[src/rtl/mac_seq_ctrl.sv]
// Purpose : sequences one C = A*B matrix multiply over external A/B read ports and a C write port.
// Latency : start sampled at cycle 0 -> RUN cycles 1..M*N*K, last c_we at M*N*K+3, done pulse at M*N*K+4.
// Backpressure: none; memories are fixed 1-cycle read latency and the C write port always accepts.
//
// Ports:
//   clk, resetn           clock, asynchronous active-low reset
//   start                 begin an operation (only looked at in IDLE)
//   abort                 cancel a running operation (exists only when MAC_ABORT_EN is defined)
//   busy, done            busy in RUN/DRAIN, one-cycle done pulse in DONE
//   a_re/b_re + addresses read side towards the A and B memories
//   data_in_a/data_in_b   read data, valid one cycle after the matching read enable
//   c_we + addr + c_data  write side towards the C memory
//
// Optional feature macro: MAC_ABORT_EN (adds the abort input and its cancel behaviour).

module mac_seq_ctrl #(
    parameter int M = 2,
    parameter int K = 2,
    parameter int N = 2,
    parameter int DATA_WIDTH_INIT_MATRIX   = 32,
    parameter int DATA_WIDTH_RESULT_MATRIX = 2 * DATA_WIDTH_INIT_MATRIX + $clog2(K),
    localparam int AW_M = (M > 1) ? $clog2(M) : 1,
    localparam int AW_K = (K > 1) ? $clog2(K) : 1,
    localparam int AW_N = (N > 1) ? $clog2(N) : 1
) (
    input  logic                                clk,
    input  logic                                resetn,
    input  logic                                start,
`ifdef MAC_ABORT_EN
    input  logic                                abort,
`endif
    output logic                                busy,
    output logic                                done,
    output logic                                a_re,
    output logic                                b_re,
    output logic [AW_M-1:0]                     a_row_addr,
    output logic [AW_K-1:0]                     a_col_addr,
    output logic [AW_K-1:0]                     b_row_addr,
    output logic [AW_N-1:0]                     b_col_addr,
    input  logic [DATA_WIDTH_INIT_MATRIX-1:0]   data_in_a,
    input  logic [DATA_WIDTH_INIT_MATRIX-1:0]   data_in_b,
    output logic                                c_we,
    output logic [AW_M-1:0]                     c_row_addr,
    output logic [AW_N-1:0]                     c_col_addr,
    output logic [DATA_WIDTH_RESULT_MATRIX-1:0] c_data
);

    localparam int PW = 2 * DATA_WIDTH_INIT_MATRIX;
    localparam int RW = DATA_WIDTH_RESULT_MATRIX;

    // Terminal values of the three loop counters.
    localparam logic [AW_M-1:0] I_LAST = AW_M'(M - 1);
    localparam logic [AW_K-1:0] K_LAST = AW_K'(K - 1);
    localparam logic [AW_N-1:0] J_LAST = AW_N'(N - 1);

    typedef enum logic [1:0] {
        IDLE  = 2'd0,
        RUN   = 2'd1,
        DRAIN = 2'd2,
        DONE  = 2'd3
    } state_t;

    state_t          state;
    logic [1:0]      drain_cnt;
    logic            re_q;
    logic [AW_M-1:0] i_cnt;
    logic [AW_K-1:0] k_cnt;
    logic [AW_N-1:0] j_cnt;

    logic            abort_req;
    logic            abort_hit;
    logic            last_issue;

`ifdef MAC_ABORT_EN
    assign abort_req = abort;
`else
    assign abort_req = 1'b0;
`endif

    // Abort only acts while an operation is in flight; IDLE and DONE ignore it.
    assign abort_hit  = abort_req && ((state == RUN) || (state == DRAIN));
    assign last_issue = (i_cnt == I_LAST) && (j_cnt == J_LAST) && (k_cnt == K_LAST);

    // The read address ports are the loop counters themselves, so they
    // naturally hold their last value whenever the counters stop.
    assign a_re       = re_q;
    assign b_re       = re_q;
    assign a_row_addr = i_cnt;
    assign a_col_addr = k_cnt;
    assign b_row_addr = k_cnt;
    assign b_col_addr = j_cnt;

    // ------------------------------------------------------------------
    // Control FSM: owns state, read enable, loop counters, busy and done.
    // ------------------------------------------------------------------
    always_ff @(posedge clk or negedge resetn) begin
        if (!resetn) begin
            state     <= IDLE;
            drain_cnt <= 2'd0;
            re_q      <= 1'b0;
            i_cnt     <= '0;
            k_cnt     <= '0;
            j_cnt     <= '0;
            busy      <= 1'b0;
            done      <= 1'b0;
        end else begin
            done <= 1'b0;
            case (state)
                IDLE: begin
                    // A start coinciding with abort is treated as not requested.
                    if (start && !abort_req) begin
                        state <= RUN;
                        busy  <= 1'b1;
                        re_q  <= 1'b1;
                        i_cnt <= '0;
                        k_cnt <= '0;
                        j_cnt <= '0;
                    end
                end
                RUN: begin
                    if (abort_hit) begin
                        state <= IDLE;
                        busy  <= 1'b0;
                        re_q  <= 1'b0;
                    end else if (last_issue) begin
                        // Counters stay on the final address for the hold-last behaviour.
                        state     <= DRAIN;
                        re_q      <= 1'b0;
                        drain_cnt <= 2'd0;
                    end else if (k_cnt == K_LAST) begin
                        k_cnt <= '0;
                        if (j_cnt == J_LAST) begin
                            j_cnt <= '0;
                            i_cnt <= i_cnt + AW_M'(1);
                        end else begin
                            j_cnt <= j_cnt + AW_N'(1);
                        end
                    end else begin
                        k_cnt <= k_cnt + AW_K'(1);
                    end
                end
                DRAIN: begin
                    // Three cycles cover the data, product and accumulate stages
                    // of the final issue; its c_we lands in the last DRAIN cycle.
                    if (abort_hit) begin
                        state <= IDLE;
                        busy  <= 1'b0;
                    end else if (drain_cnt == 2'd2) begin
                        state <= DONE;
                        busy  <= 1'b0;
                        done  <= 1'b1;
                    end else begin
                        drain_cnt <= drain_cnt + 2'd1;
                    end
                end
                DONE: begin
                    state <= IDLE;
                end
                default: begin
                    state <= IDLE;
                    busy  <= 1'b0;
                    re_q  <= 1'b0;
                end
            endcase
        end
    end

    // ------------------------------------------------------------------
    // Datapath: tags follow each issue through data (t+1), product (t+2)
    // and accumulate/write (registered at end of t+2, visible at t+3).
    // ------------------------------------------------------------------
    logic            s1_vld, s1_first, s1_last;
    logic [AW_M-1:0] s1_i;
    logic [AW_N-1:0] s1_j;
    logic            s2_vld, s2_first, s2_last;
    logic [AW_M-1:0] s2_i;
    logic [AW_N-1:0] s2_j;
    logic [PW-1:0]   prod;
    logic [RW-1:0]   acc;
    logic [RW-1:0]   prod_ext;
    logic [RW-1:0]   sum;

    // The result width includes $clog2(K) guard bits, so the running sum never overflows.
    always_comb begin
        prod_ext = RW'(prod);
        sum      = s2_first ? prod_ext : (acc + prod_ext);
    end

    always_ff @(posedge clk or negedge resetn) begin
        if (!resetn) begin
            s1_vld     <= 1'b0;
            s1_first   <= 1'b0;
            s1_last    <= 1'b0;
            s1_i       <= '0;
            s1_j       <= '0;
            s2_vld     <= 1'b0;
            s2_first   <= 1'b0;
            s2_last    <= 1'b0;
            s2_i       <= '0;
            s2_j       <= '0;
            prod       <= '0;
            acc        <= '0;
            c_we       <= 1'b0;
            c_row_addr <= '0;
            c_col_addr <= '0;
            c_data     <= '0;
        end else begin
            // Issue stage -> data stage: tags captured from the live counters.
            s1_vld   <= re_q && !abort_hit;
            s1_first <= (k_cnt == '0);
            s1_last  <= (k_cnt == K_LAST);
            s1_i     <= i_cnt;
            s1_j     <= j_cnt;

            // Data stage -> product stage: full-width unsigned product.
            s2_vld   <= s1_vld && !abort_hit;
            s2_first <= s1_first;
            s2_last  <= s1_last;
            s2_i     <= s1_i;
            s2_j     <= s1_j;
            prod     <= PW'(data_in_a) * PW'(data_in_b);

            // Product stage -> accumulator and C write port.
            c_we <= s2_vld && s2_last && !abort_hit;
            if (s2_vld && !abort_hit) begin
                acc <= sum;
                if (s2_last) begin
                    c_row_addr <= s2_i;
                    c_col_addr <= s2_j;
                    c_data     <= sum;
                end
            end
        end
    end

endmodule

[config.mk]
export PLATFORM = sky130hd
export DESIGN_NAME = mac_seq_ctrl
export DESIGN_NICKNAME = d
export VERILOG_FILES = /design/src/rtl/mac_seq_ctrl.sv
export SDC_FILE = /design/constraint.sdc
export NUM_CORES = 2
export LEC_CHECK = 0
export BUFFER_PORTS_ARGS = -buffer_cell sky130_fd_sc_hd__buf_2
export CORE_ASPECT_RATIO = 0.9
export CORE_MARGIN = 4
export CORE_UTILIZATION = 30
export CTS_CLUSTER_DIAMETER = 150
export DETAILED_ROUTE_END_ITERATION = 16
export PLACE_DENSITY = 0.46
export SYNTH_ARGS = -nofsm -noshare
export SYNTH_HDL_FRONTEND = slang
export SYNTH_SLANG_ARGS = --single-unit
[constraint.sdc]
create_clock -name clk -period 4 [get_ports clk]
set_input_delay 1.2 -clock clk [delete_from_list [all_inputs] [get_ports clk]]
set_output_delay 1.2 -clock clk [all_outputs]
set_load 0.05 [all_outputs]
=== Word-level counts from Yosys, hierarchy flattened ===
Index checks and enable logic that the tools add are counted.

* Flip-flop bits (word level): 217
* Bits of input ports: 67
* Output and inout bits: 76
* Word-level logic and storage cells: 84

* Add/sub/neg operators: 5
* Multipliers: 1
* Equality and inequality tests: 11
* Muxes and demuxes: 27
* Bitwise logic cells: 1
* Reduce and logical (&&, ||, !) cells: 15

{| class="wikitable"
|+ Operator list
! cell !! count
|-
| 65-bit by 64-bit adder with 65-bit output || 1
|-
| 65-bit two-way mux || 1
|-
| 32-bit by 32-bit multiplier with 64-bit output || 1
|-
| 3-bit AND reduction || 5
|-
| 1-bit two-way mux || 14
|-
| 2-bit inequality test, second input constant || 6
|-
| 2-bit two-way mux || 5
|-
| 1-bit case mux with 2 select lines || 5
|-
| 2-bit case mux with 4 select lines || 1
|-
| 2-bit == test, second input constant || 3
|-
| 2-bit nonzero test || 3
|-
| 5-bit AND reduction || 1
|-
| 2-bit case mux with 2 select lines || 1
|-
| 4-bit AND reduction || 1
|-
| 1-bit adder, second input constant || 3
|-
| 1-bit logical AND || 3
|-
| 2-bit by 1-bit adder with 2-bit output, second input constant || 1
|-
| 2-bit by 1-bit == test with 1-bit output, second input constant || 1
|-
| 2-bit zero test || 1
|-
| 2-bit by 1-bit inequality test with 1-bit output, second input constant || 1
|-
| 2-bit AND reduction || 1
|-
| 1-bit inverter || 1
|}

=== Depth between registers and ports, before layout ===
* Word-level depth: 5
* Gate-level depth with buffers: 31
* Depth with buffers taken out: 29

=== Least setup slack after synthesis ===
OpenSTA, ideal clock, no wires.

* Path type: input -> register
* Start: input data_in_a[31]
* End: register prod[63]
* Setup time: 128 ps
* Arrival: 7,965 ps
* Data required time: 3,872 ps
* Setup slack: -4,092 ps
* Cell stages on the path: 27
* Path buffers: 1
* Cells stage by stage: clkbuf_1 > nand2_1 > fa_1 > inv_1 > fa_1 > fa_1 > inv_1 > fa_1 > inv_1 > fa_1 > fa_1 > fa_1 > inv_1 > fa_1 > inv_1 > ha_1 > and3_4 > nand4_2 > o22ai_1 > a311oi_2 > and3_2 > a31oi_4 > a211oi_4 > o21ai_2 > a31o_4 > a311oi_2 > xnor2_1

* Cells in the longest elaborated chain, start to end: 1

{| class="wikitable"
|+ Ends and longest elaborated chain
! what !! line !! source
|-
| start: declaration || 40 || <nowiki>input logic [DATA_WIDTH_INIT_MATRIX-1:0] data_in_a,</nowiki>
|-
| 32-bit by 32-bit multiplier with 64-bit output || 221 || <nowiki>prod <= PW'(data_in_a) * PW'(data_in_b);</nowiki>
|-
| end signal: assignment || 221 ||
|-
| end: declaration || 178 || <nowiki>logic [PW-1:0] prod;</nowiki>
|}

No other way between the ends.
A chain may end at the register's enable or synchronous reset.

=== Worst setup path after layout ===
* Start: input data_in_a[12]
* End: register prod[63]

Same word-level chain as after synthesis.

==> results.yml <==
worst_setup_path:
  cp-end-kind: "flip-flop"
  rr_endpoint: "c_data[45]$_DFFE_PN0P_"
  critical_path_class: "in2reg"
  endpoint: "prod[63]$_DFF_PN0_"
  setup.worst_path.start: "data_in_a[12]"
  crit_path_frequent_cell: "fa_1"
  cp.required_ps: 4450
  crit_path_start_kind: "input pin"
  ff2ff_path_depth: 12
  critPathMaxFanout: 17
  r2r-start: "prod[1]$_DFF_PN0_"
  cp_slowest_cell: "fa_2"
  slowest_delay_ps: 590
  r2r_slack_ps: 330
  cp.arrival_ps: 8150
clock_network:
  clock_latency_ps: 560
  hold_buffers: 0
  clk_pin_slew_ps: 60
  numClockSinks: 217
  cts_tree: "built"
  h-tree-depth: 1
  cts_buffers: 24
  cts.path.max_buffers: 3
  root_buffer: "clkbuf_16"
layout:
  area_growth_pct: 21.8
  nFillCells: 15173
  nNetsFinal: 6609
  layout.cells.non_filler: 7305
  drive_above_1_share_pct: 19.8
outcome:
  violations: "negative setup slack"
  status: "finished with violations"
sta:
  period_minus_slack_ps: 7700
  fin_crit_sh_pct: 192
  maxSlewViolCount: 0
  setup_violations: 58
  hold_viol: 0
  max_slew_margin_pct: 38.3
  setup_ws_ps: -3700
  grt_setup_unrepaired: "yes"
  final.setup_skew_ps: 30.8
  tightestPinTransition_ps: 926
  max_freq_mhz: 130
grt:
  grt_max_degree: 97
  grt.met3_usage_pct: 1.91
  grtUsageMet1_pct: 28.5
  grt_pass1_vias: 36195
  grt_overflow_total: 0
  grt_use_total_pct: 18.1
  met2_usage_pct: 27.5
  grt_pass1_wl_um: 221000
  grt_antenna_before_repair: 8
  top_usage_layer: "met1"
yosys:
  synth_area_leader_cell: "fa_1"
  async_flop_share_pct: 100
  ys_seq_area_share_pct: 12.1
  syn_nets: 6233
  synth_edf_count: 0
  synth_flop_cell: "dfrtp_1"
  netlist_instances: 4938
  synth_commonest_cells: "933 x inv_1, 897 x fa_1, 626 x nand2_1, 593 x and2_1, 331 x ha_1"
  synth_area_leaders: "fa_1 40%, dfrtp_1 12%, ha_1 9.3%"
  synth.most_common_cell: "inv_1"
  synth.avg_cell_area_um2: 9.06
  synth_cell_types: 78
  synth-seq-cells: 217
  synth_warnings: 0
  netlist_area_mm2: 0.0448
  yosysTopAreaCellShare_pct: 40.1
placement:
  gp_congestion: 0.873
  place_inst: 7208
  io_buffers: 142
  hpwl_um: 118000
floorplanning:
  io_pins: 143
  die_area_mm2: 0.155
  coreArea_mm2: 0.148
  num_rows: 134
  start_util_pct: 30.2
  die_y_um: 374
  die_w_um: 415
route:
  wirelength_um: 141000
  ant_nets: 0
  viasPerCell: 4.64
  drt_pass1_iterations: 5
  routedWlPerCell_um: 19.3
  route.vias.total: 33868
  remaining_drc_errors: 0
  drtIter0Drc: 1824
hold_path:
  hold_path.class: "reg2reg"
run:
  drv_cap: 0
-- per-stage QoR --
step	hold WS (ps)	setup WS [ps]	TNS, ps	cell area, um^2	util [%]
2_1_floorplan	331	-3830	-166520	46000	-
3_3_place_gp	334	-4580	-220250	51100	34.5
3_5_place_dp	335	-4660	-221370	51100	34.5
4_1_cts	350	-3700	-164880	53700	36.2
5_1_grt	354	-3900	-178380	54500	36.8
6_report	348	-3700	-168820	54500	36.8
-- critical path: cells and delay by family --
| family | cells | cell delay, ps |
|---|---|---|
| AO/OA/AOI/OAI | 7 | 1280 |
| XOR/XNOR | 1 | 160 |
| adder cells (fa/ha/maj) | 9 | 4260 |
| buffers and inverters | 7 | 690 |
| AND/OR/NAND/NOR | 3 | 490 |
-- repair_timing --
item,CTS,global route
cloned,3,3
buffers inserted,34,18
setup endpoints to repair,59,59
gates resized for setup,344,166
pin swaps,153,77
-- registers in the layout, indices dropped and copies added (netlist names), 2 cells and up --
signal and count:
acc 65, c_data 65, drain_cnt 2, prod 64, state 2
-- worst min-delay path by stage --
stage                                   from                  to  cells after the start
after floorplan           s1_first$_DFF_PN0_  s2_first$_DFF_PN0_                      0
after global placement        s1_i$_DFF_PN0_      s2_i$_DFF_PN0_                      0
after detailed placement      s1_j$_DFF_PN0_      s2_j$_DFF_PN0_                      0
after CTS                     s1_j$_DFF_PN0_      s2_j$_DFF_PN0_                      0
after global routing          s1_j$_DFF_PN0_      s2_j$_DFF_PN0_                      0
final                         s1_j$_DFF_PN0_      s2_j$_DFF_PN0_                      0
-- layout make-up --
cell class / count / area [um^2] / share of cell area [%]
Multi-Input combinational cell: 3505 / 36600 / 67.1
Timing Repair Buffer: 632 / 5720 / 10.5
Sequential cell: 217 / 5440 / 9.97
Inverter: 934 / 3510 / 6.43
Tap cell: 1972 / 2470 / 4.53
Clock buffer: 35 / 722 / 1.32
Clock inverter: 8 / 93.8 / 0.172
Antenna cell: 2 / 5.00 / 0.00918
-- cell families after synthesis --
family          count (synthesis)  share of synthesized area [%]
xor+xnor                      122                           2.39
fa+ha+maj                    1228                           49.4
mux                            19                          0.433
compound gates                622                           8.41
buf+inv                      1216                           10.3
simple gates                 1514                           17.0
flops                         217                           12.1
-- layer usage --
layer	share of wire, %	vias to the layer above
met3	5.1	74
met1	51	17361
li1	-	15725
met5	0	-
met2	43	708
met4	0.94	0
-- placed cells by master, fill, tap and decap left out, types with 27 or more instances in the layout --
| master | count |
|---|---|
| a21o_1 | 80 |
| a21oi_1 | 198 |
| and2_1 | 531 |
| and2_4 | 61 |
| buf_12 | 45 |
| buf_2 | 86 |
| buf_4 | 385 |
| buf_6 | 84 |
| clkbuf_16 | 27 |
| dfrtp_1 | 215 |
| fa_1 | 829 |
| fa_2 | 68 |
| ha_1 | 280 |
| ha_4 | 50 |
| inv_1 | 883 |
| inv_2 | 50 |
| nand2_1 | 611 |
| nand4_1 | 30 |
| nor2_1 | 122 |
| o21ai_0 | 129 |
| o21ai_1 | 32 |
| xnor2_1 | 63 |
| xor2_1 | 43 |
Power is left out: the tool's default activity adds up to more than one toggle a clock period on the data nets, which glitch-free logic cannot reach.
